==> src/rtl/find_max_arbiter.sv <==
// find_max_arbiter: round-robins whole jobs from two
// operand streams onto one shared find_MAX instance.
module find_max_arbiter #(
  parameter int DW = 8
) (
  input  logic          clk,
  input  logic          rst_n,
  input  logic          c0_valid,
  output logic          c0_ready,
  input  logic [DW-1:0] c0_a,
  input  logic [DW-1:0] c0_b,
  input  logic [2:0]    c0_instr,
  input  logic          c0_last,
  input  logic          c1_valid,
  output logic          c1_ready,
  input  logic [DW-1:0] c1_a,
  input  logic [DW-1:0] c1_b,
  input  logic [2:0]    c1_instr,
  input  logic          c1_last,
  output logic          fm_start,
  output logic          fm_valid,
  output logic          fm_one_left,
  output logic [2:0]    fm_instruction,
  output logic [DW-1:0] fm_data_a,
  output logic [DW-1:0] fm_data_b,
  input  logic [DW-1:0] fm_maximum,
  input  logic          fm_finish,
  output logic          res_valid,
  input  logic          res_ready,
  output logic [DW-1:0] res_max,
  output logic          res_id
);

  typedef enum logic [2:0] {
    IDLE, START, FILL, STREAM,
    ONE_LEFT, LAST, WAIT, RESP
  } state_t;

  state_t        state;
  state_t        state_nx;
  logic          gid;
  logic          rr;
  logic          grant;
  logic          any_req;
  logic          g_valid;
  logic          g_last;
  logic [DW-1:0] g_a;
  logic [DW-1:0] g_b;
  logic [2:0]    g_instr;
  logic          c_rdy;
  logic          acc;
  logic [DW-1:0] hold_a;
  logic [DW-1:0] hold_b;
  logic [2:0]    instr_q;
  logic [DW-1:0] max_q;

  // Granted-client view of the two request streams.
  always_comb begin
    g_valid = gid ? c1_valid : c0_valid;
    g_last  = gid ? c1_last  : c0_last;
    g_a     = gid ? c1_a     : c0_a;
    g_b     = gid ? c1_b     : c0_b;
    g_instr = gid ? c1_instr : c0_instr;
    any_req = c0_valid | c1_valid;
    grant   = (c0_valid & c1_valid) ? ~rr : c1_valid;
  end

  // State register.
  always_ff @(posedge clk or negedge rst_n) begin
    if (!rst_n) state <= IDLE;
    else        state <= state_nx;
  end

  // Next state and find_MAX protocol strobes.
  always_comb begin
    state_nx    = state;
    fm_start    = 1'b0;
    fm_valid    = 1'b0;
    fm_one_left = 1'b0;
    c_rdy       = 1'b0;
    res_valid   = 1'b0;
    unique case (state)
      IDLE: begin
        if (any_req) state_nx = START;
      end
      START: begin
        fm_start = 1'b1;
        state_nx = FILL;
      end
      FILL: begin
        c_rdy = 1'b1;
        if (g_valid)
          state_nx = g_last ? ONE_LEFT : STREAM;
      end
      STREAM: begin
        c_rdy = 1'b1;
        if (g_valid) begin
          fm_valid = 1'b1;
          if (g_last) begin
            fm_one_left = 1'b1;
            state_nx    = LAST;
          end
        end
      end
      ONE_LEFT: begin
        fm_one_left = 1'b1;
        state_nx    = LAST;
      end
      LAST: begin
        fm_valid = 1'b1;
        state_nx = WAIT;
      end
      WAIT: begin
        if (fm_finish) state_nx = RESP;
      end
      RESP: begin
        res_valid = 1'b1;
        if (res_ready) state_nx = IDLE;
      end
    endcase
  end

  always_comb begin
    acc      = c_rdy & g_valid;
    c0_ready = c_rdy & ~gid;
    c1_ready = c_rdy & gid;
  end

  // Grant id and round-robin pointer.
  always_ff @(posedge clk or negedge rst_n) begin
    if (!rst_n) begin
      gid <= 1'b0;
      rr  <= 1'b1;
    end else begin
      if (state == IDLE && any_req) gid <= grant;
      if (state == RESP && res_ready) rr <= gid;
    end
  end

  // One-beat hold register gives one_left its look-ahead.
  always_ff @(posedge clk or negedge rst_n) begin
    if (!rst_n) begin
      hold_a  <= '0;
      hold_b  <= '0;
      instr_q <= '0;
    end else if (acc) begin
      hold_a <= g_a;
      hold_b <= g_b;
      if (state == FILL) instr_q <= g_instr;
    end
  end

  // Capture the job maximum when find_MAX finishes.
  always_ff @(posedge clk or negedge rst_n) begin
    if (!rst_n)
      max_q <= '0;
    else if (state == WAIT && fm_finish)
      max_q <= fm_maximum;
  end

  assign fm_instruction = instr_q;
  assign fm_data_a      = hold_a;
  assign fm_data_b      = hold_b;
  assign res_max        = max_q;
  assign res_id         = gid;

endmodule

==> config.mk <==
export PLATFORM = sky130hd
export DESIGN_NAME = find_max_arbiter
export DESIGN_NICKNAME = d
export VERILOG_FILES = /design/src/rtl/find_max_arbiter.sv
export SDC_FILE = /design/constraint.sdc
export NUM_CORES = 1
export LEC_CHECK = 0
export CAP_MARGIN = 10
export CORE_ASPECT_RATIO = 0.9
export CORE_MARGIN = 2
export CORE_UTILIZATION = 61
export DETAILED_ROUTE_END_ITERATION = 7
export DONT_BUFFER_PORTS = 1
export GPL_TIMING_DRIVEN = 1
export HOLD_SLACK_MARGIN = 0.06
export PLACE_DENSITY = 0.86
export SLEW_MARGIN = 0
export SYNTH_ARGS = -nofsm -noshare
export SYNTH_HDL_FRONTEND = slang
export SYNTH_SLANG_ARGS = --single-unit
==> constraint.sdc <==
create_clock -name clk -period 1.9 [get_ports clk]
set_clock_uncertainty 0.05 [all_clocks]
set_input_delay 0.38 -clock clk [delete_from_list [all_inputs] [get_ports clk]]
set_output_delay 0.38 -clock clk [all_outputs]
set_load 0.005 [all_outputs]
# Yosys cells after proc, flatten, opt, wreduce, memory -nomap -nowiden
# Index checks and enable logic that the tools add are counted.
[totals] reg_bits=32 input_bits=54 output_inout_bits=34 wordCells=56
[op_classes] n_eq_ne=13 muxes=22 n_bitwise=7 n_reduce_logical=7
[op_table] operator="$mux W3" count=8
[op_table] operator="$pmux W3 S8" count=1
[op_table] operator="$mux W8" count=2
[op_table] operator="$eq A3 B3 Y1 const B" count=4
[op_table] operator="$ne A2 B2 Y1 const B" count=6
[op_table] operator="$mux W1" count=9
[op_table] operator="$eq A3 B2 Y1 const B" count=2
[op_table] operator="$reduce_and A6 Y1" count=1
[op_table] operator="$and A1 B1 Y1" count=4
[op_table] operator="$pmux W1 S2" count=2
[op_table] operator="$eq A3 B1 Y1 const B" count=1
[op_table] operator="$logic_and A1 B1 Y1" count=3
[op_table] operator="$logic_not A3 Y1" count=1
[op_table] operator="$not A1 Y1" count=2
[op_table] operator="$reduce_and A2 Y1" count=1
[op_table] operator="$reduce_or A2 Y1" count=1
[op_table] operator="$or A1 B1 Y1" count=1

# Longest topological paths before layout
[depth] word_depth=5 mapped_depth=6

# Worst setup path after synthesis
# No wires, ideal clock.
[synth_path] path_type="register -> output" start="register gid, in the netlist res_id" end="output port fm_one_left" t_arrival_ns=1.017 required_time_ns=1.470 slack_ns=0.453 path_stages_with_launch=5 path_cell_list="dfrtp_1 -> buf_6 -> nand3b_1 -> a21o_1 -> o22ai_1"
[synth_via] elab_chain_cells=4 elab_cells_between_ends=5
[synth_rtl] item="start, declared" line="41" source="logic gid;"
[synth_rtl] item="start signal, assigned" line="135" source="if (state == IDLE && any_req) gid <= grant;"
[synth_rtl] item="$mux W1" line="60" source="g_last = gid ? c1_last : c0_last;"
[synth_rtl] item="$mux W1" line="99" source="if (g_last) begin"
[synth_rtl] item="$mux W1 *" line="97" source="if (g_valid) begin"
[synth_rtl] item="$pmux W1 S2 *" line="82" source="unique case (state)"
[synth_rtl] item="end, declared" line="22" source="output logic fm_one_left,"
# Every way passes the cells marked *; elsewhere a longest branch is shown, timed or not.

# Worst setup path in the final report
# Ends and elaborated chain as after synthesis.

==> impl_metrics.csv <==
group,metric,value,unit
synth,synth_cells,146,
layout,nets,206,
hold_path,whs_path_depth,1,
sta,hold_violations,0,
synth,syn_avg_cell_area,10.8,um2
run,maxCapViolCount,0,
hold_path,holdPathEnd,"res_id",
synth,synth_edf_count,0,
sta,fmax,0.549,GHz
drt,drt-vias-per-instance,6.11,
place,gp_congestion,0.863,
floorplan,die-area,0.00300,mm2
synth,synth_cell_types,35,
sta,timing.final.ws_setup,79.4,ps
synth,yosys.area.top_type,"dfrtp_1",
power,ir_worst_vdd,1.10,mV
drt,drc,0,
synth,syn_nets,200,
cts,clk_root_buffer_cell,"clkbuf_4",
grt,grt_max_degree,33,
grt,grt_usage,23.4,%
synth,synth-seq-cells,32,
drt,drt_wl_total,3310,um
floorplan,fp-row-count,17,
drt,num_vias,1106,
worst_setup_path,r2r_slack,420,ps
sta,tightest_slew,494,ps
power,powerDensity,1700,mW/mm2
worst_setup_path,rr_worst_depth,5,
cts,clkLatencyLatePin,330,ps
synth,ys_async_sr_fraction,100,%
layout,area_growth,7.80,%
floorplan,io_pins,88,
place,place_hpwl,2450,um
grt,grt_pass1_wl,5110,um
worst_setup_path,slowest_stage,"dfrtp_2",
drt,first_pass_iters,4,
worst_setup_path,cp.arrival,1390,ps
place,dpl.cell_count,168,
cts,cts_tree,"built",
synth,ys_dominant_reg_cell,"dfrtp_1",
floorplan,initial_utilization,64.3,%
worst_setup_path,endpoint_kind,"primary output",
drt,routedWlPerCell,18.3,um
floorplan,fp.dieW,57.5,um
layout,layoutNonFillerInstCount,181,
worst_setup_path,worst_r2r_endpoint,"fm_instruction[1]",
sta,fin_tns_setup,0,ps
worst_setup_path,cp.required,1470,ps
sta,setup_violations,0,
hold_path,hp-class,"in -> reg",
place,port_buffers,0,
cts,cts_buffers,5,
cts,ctsLongestPathBuffers,2,
cts,ctsHtreeMaxLevel,2,
floorplan,coreArea,0.00245,mm2
layout,diodes,0,
drt,drtIter0Drc,70,
sta,slew_headroom,67.1,%
grt,grt_remaining_overflow,0,
cts,path_clk_slew,90,ps
sta,maxSlewViolCount,0,
layout,final_layout_size_suffix_gt1_share,21.6,%
worst_setup_path,cpPeakStageDelay,470,ps
drt,ant_nets,0,
synth,syn-cell-area,0.00157,mm2
grt,antenna_found_initial,0,
synth,ys_seq_area_share,51.0,%
grt,first_global_vias,1139,
place,pre_cts_slack,244,ps
sta,rsz0062_at_grt,"false",
floorplan,die_h,52.2,um
cts,clkSinkCount,32,
worst_setup_path,r2r_start,"res_id",
sta,min_period,1820,ps
worst_setup_path,path_max_fanout,7,
hold_path,hp-start,"c0_valid",
synth,yosys.area.top_type_share,49.3,%
worst_setup_path,crit_path_cell_trace,"nand3b_1 -> a21o_1 -> o22ai_1",
synth,yosys_warnings,0,
worst_setup_path,startpoint_type,"flop",
status,status,"completed",
power,p_leak,0.792,nW
sta,min_period_over_period,95.8,%
worst_setup_path,worstSetupPathType,"reg -> out",
synth,synthTopCellsByArea,"dfrtp_1 49%, mux2i_1 13%, o21ai_0 6.7%",
registers in the layout, indices dropped and copies added, names as in the netlist:
name            cells
res_max             8
fm_data_a           8
fm_instruction      3
rr                  1
state               3
res_id              1
fm_data_b           8
power breakdown:
group	switching (mW)	internal [mW]	leakage [nW]	total, mW
Clock	0.228	0.176	0.0380	0.404
Combinational	0.606	0.535	0.365	1.14
Sequential	0.311	1.03	0.389	1.34
cell usage after synthesis, drive strengths merged (2+ instances only):
| cell type | instances |
|---|---|
| buf | 8 |
| dfrtp | 31 |
| mux2 | 10 |
| mux2i | 20 |
| nand2 | 23 |
| nand2b | 2 |
| nand3 | 5 |
| nor2 | 3 |
| nor3 | 2 |
| o21ai | 24 |
how the worst max path moves through the flow:
| stage | start | endpoint | slack [ps] | cells past startpoint |
|---|---|---|---|---|
| floorplan | res_id | fm_one_left | 450 | 4 |
| global placement | res_id | fm_valid | 310 | 3 |
| detailed placement | res_id | fm_instruction[1] | 240 | 5 |
| CTS | state[1] | fm_valid | 20 | 3 |
| global route | res_id | fm_one_left | 7 | 3 |
| finish | res_id | fm_one_left | 80 | 3 |
cells in the final DEF (no fill, tap or decap), types with 2 or more instances in the layout:
cell,instances
dfrtp_2,2
buf_4,5
nor3_1,2
nand2b_1,2
nand2_1,22
clkbuf_4,5
nand3_1,4
nor2_1,2
o21ai_0,21
dfrtp_1,29
mux2_2,9
o21ai_1,3
clkinv_2,2
mux2i_1,20
metrics by stage:
step	util, %	hold WS [ps]	instance area [um2]	power [mW]
after floorplan	-	34.4	1570	2.21
after global placement	64.2	35.0	1570	2.33
after detailed placement	64.2	34.8	1570	2.41
after CTS	68.3	80.2	1670	2.84
after global routing	69.3	68.6	1700	3.11
final	69.3	87.4	1700	2.88
routing by layer:
layer / track usage [%] / part of all wire, %
met1: 26.6 / 38
met2: 39.8 / 54
met3: 8.89 / 7.8
met4: 9.69 / 0.88
met5: 0 / 0
layout make-up:
cell class                 count  area (um2)
clock buffer                   6        51.3
clock inverter                 2        10.0
fill                         196         751
inverter                       1        3.75
multi-input combinational    104         718
sequential                    32         805
tap                           28        35.0
timing repair buffer           8        72.6
cells by family (layout without fill, tap and decap cells):
family                 Yosys count  after routing  synth area share [%]
buffers and inverters           10             17                  3.98
muxes                           30             30                  20.1
DFF                             32             32                  51.0
and+or+nand+nor                 41             41                  13.0
AOI/OAI and AO/OA               33             33                  11.9
critical path, delay by kind of cell (launching register included):
family / cells / cell delay (ps)
AOI/OAI and AO/OA: 2 / 410
and+or+nand+nor: 1 / 180
DFF: 1 / 470
timing repair:
| item | CTS | global route |
|---|---|---|
| gates resized for setup | 2 | 3 |
| buffers inserted | 1 | 2 |
| endpoints found under the hold margin | 32 | 0 |
| gates cloned | 0 | 0 |
| endpoints found under the setup margin | 2 | 1 |
| hold buffers | 2 | 0 |
(Power assumes the default switching activity.)
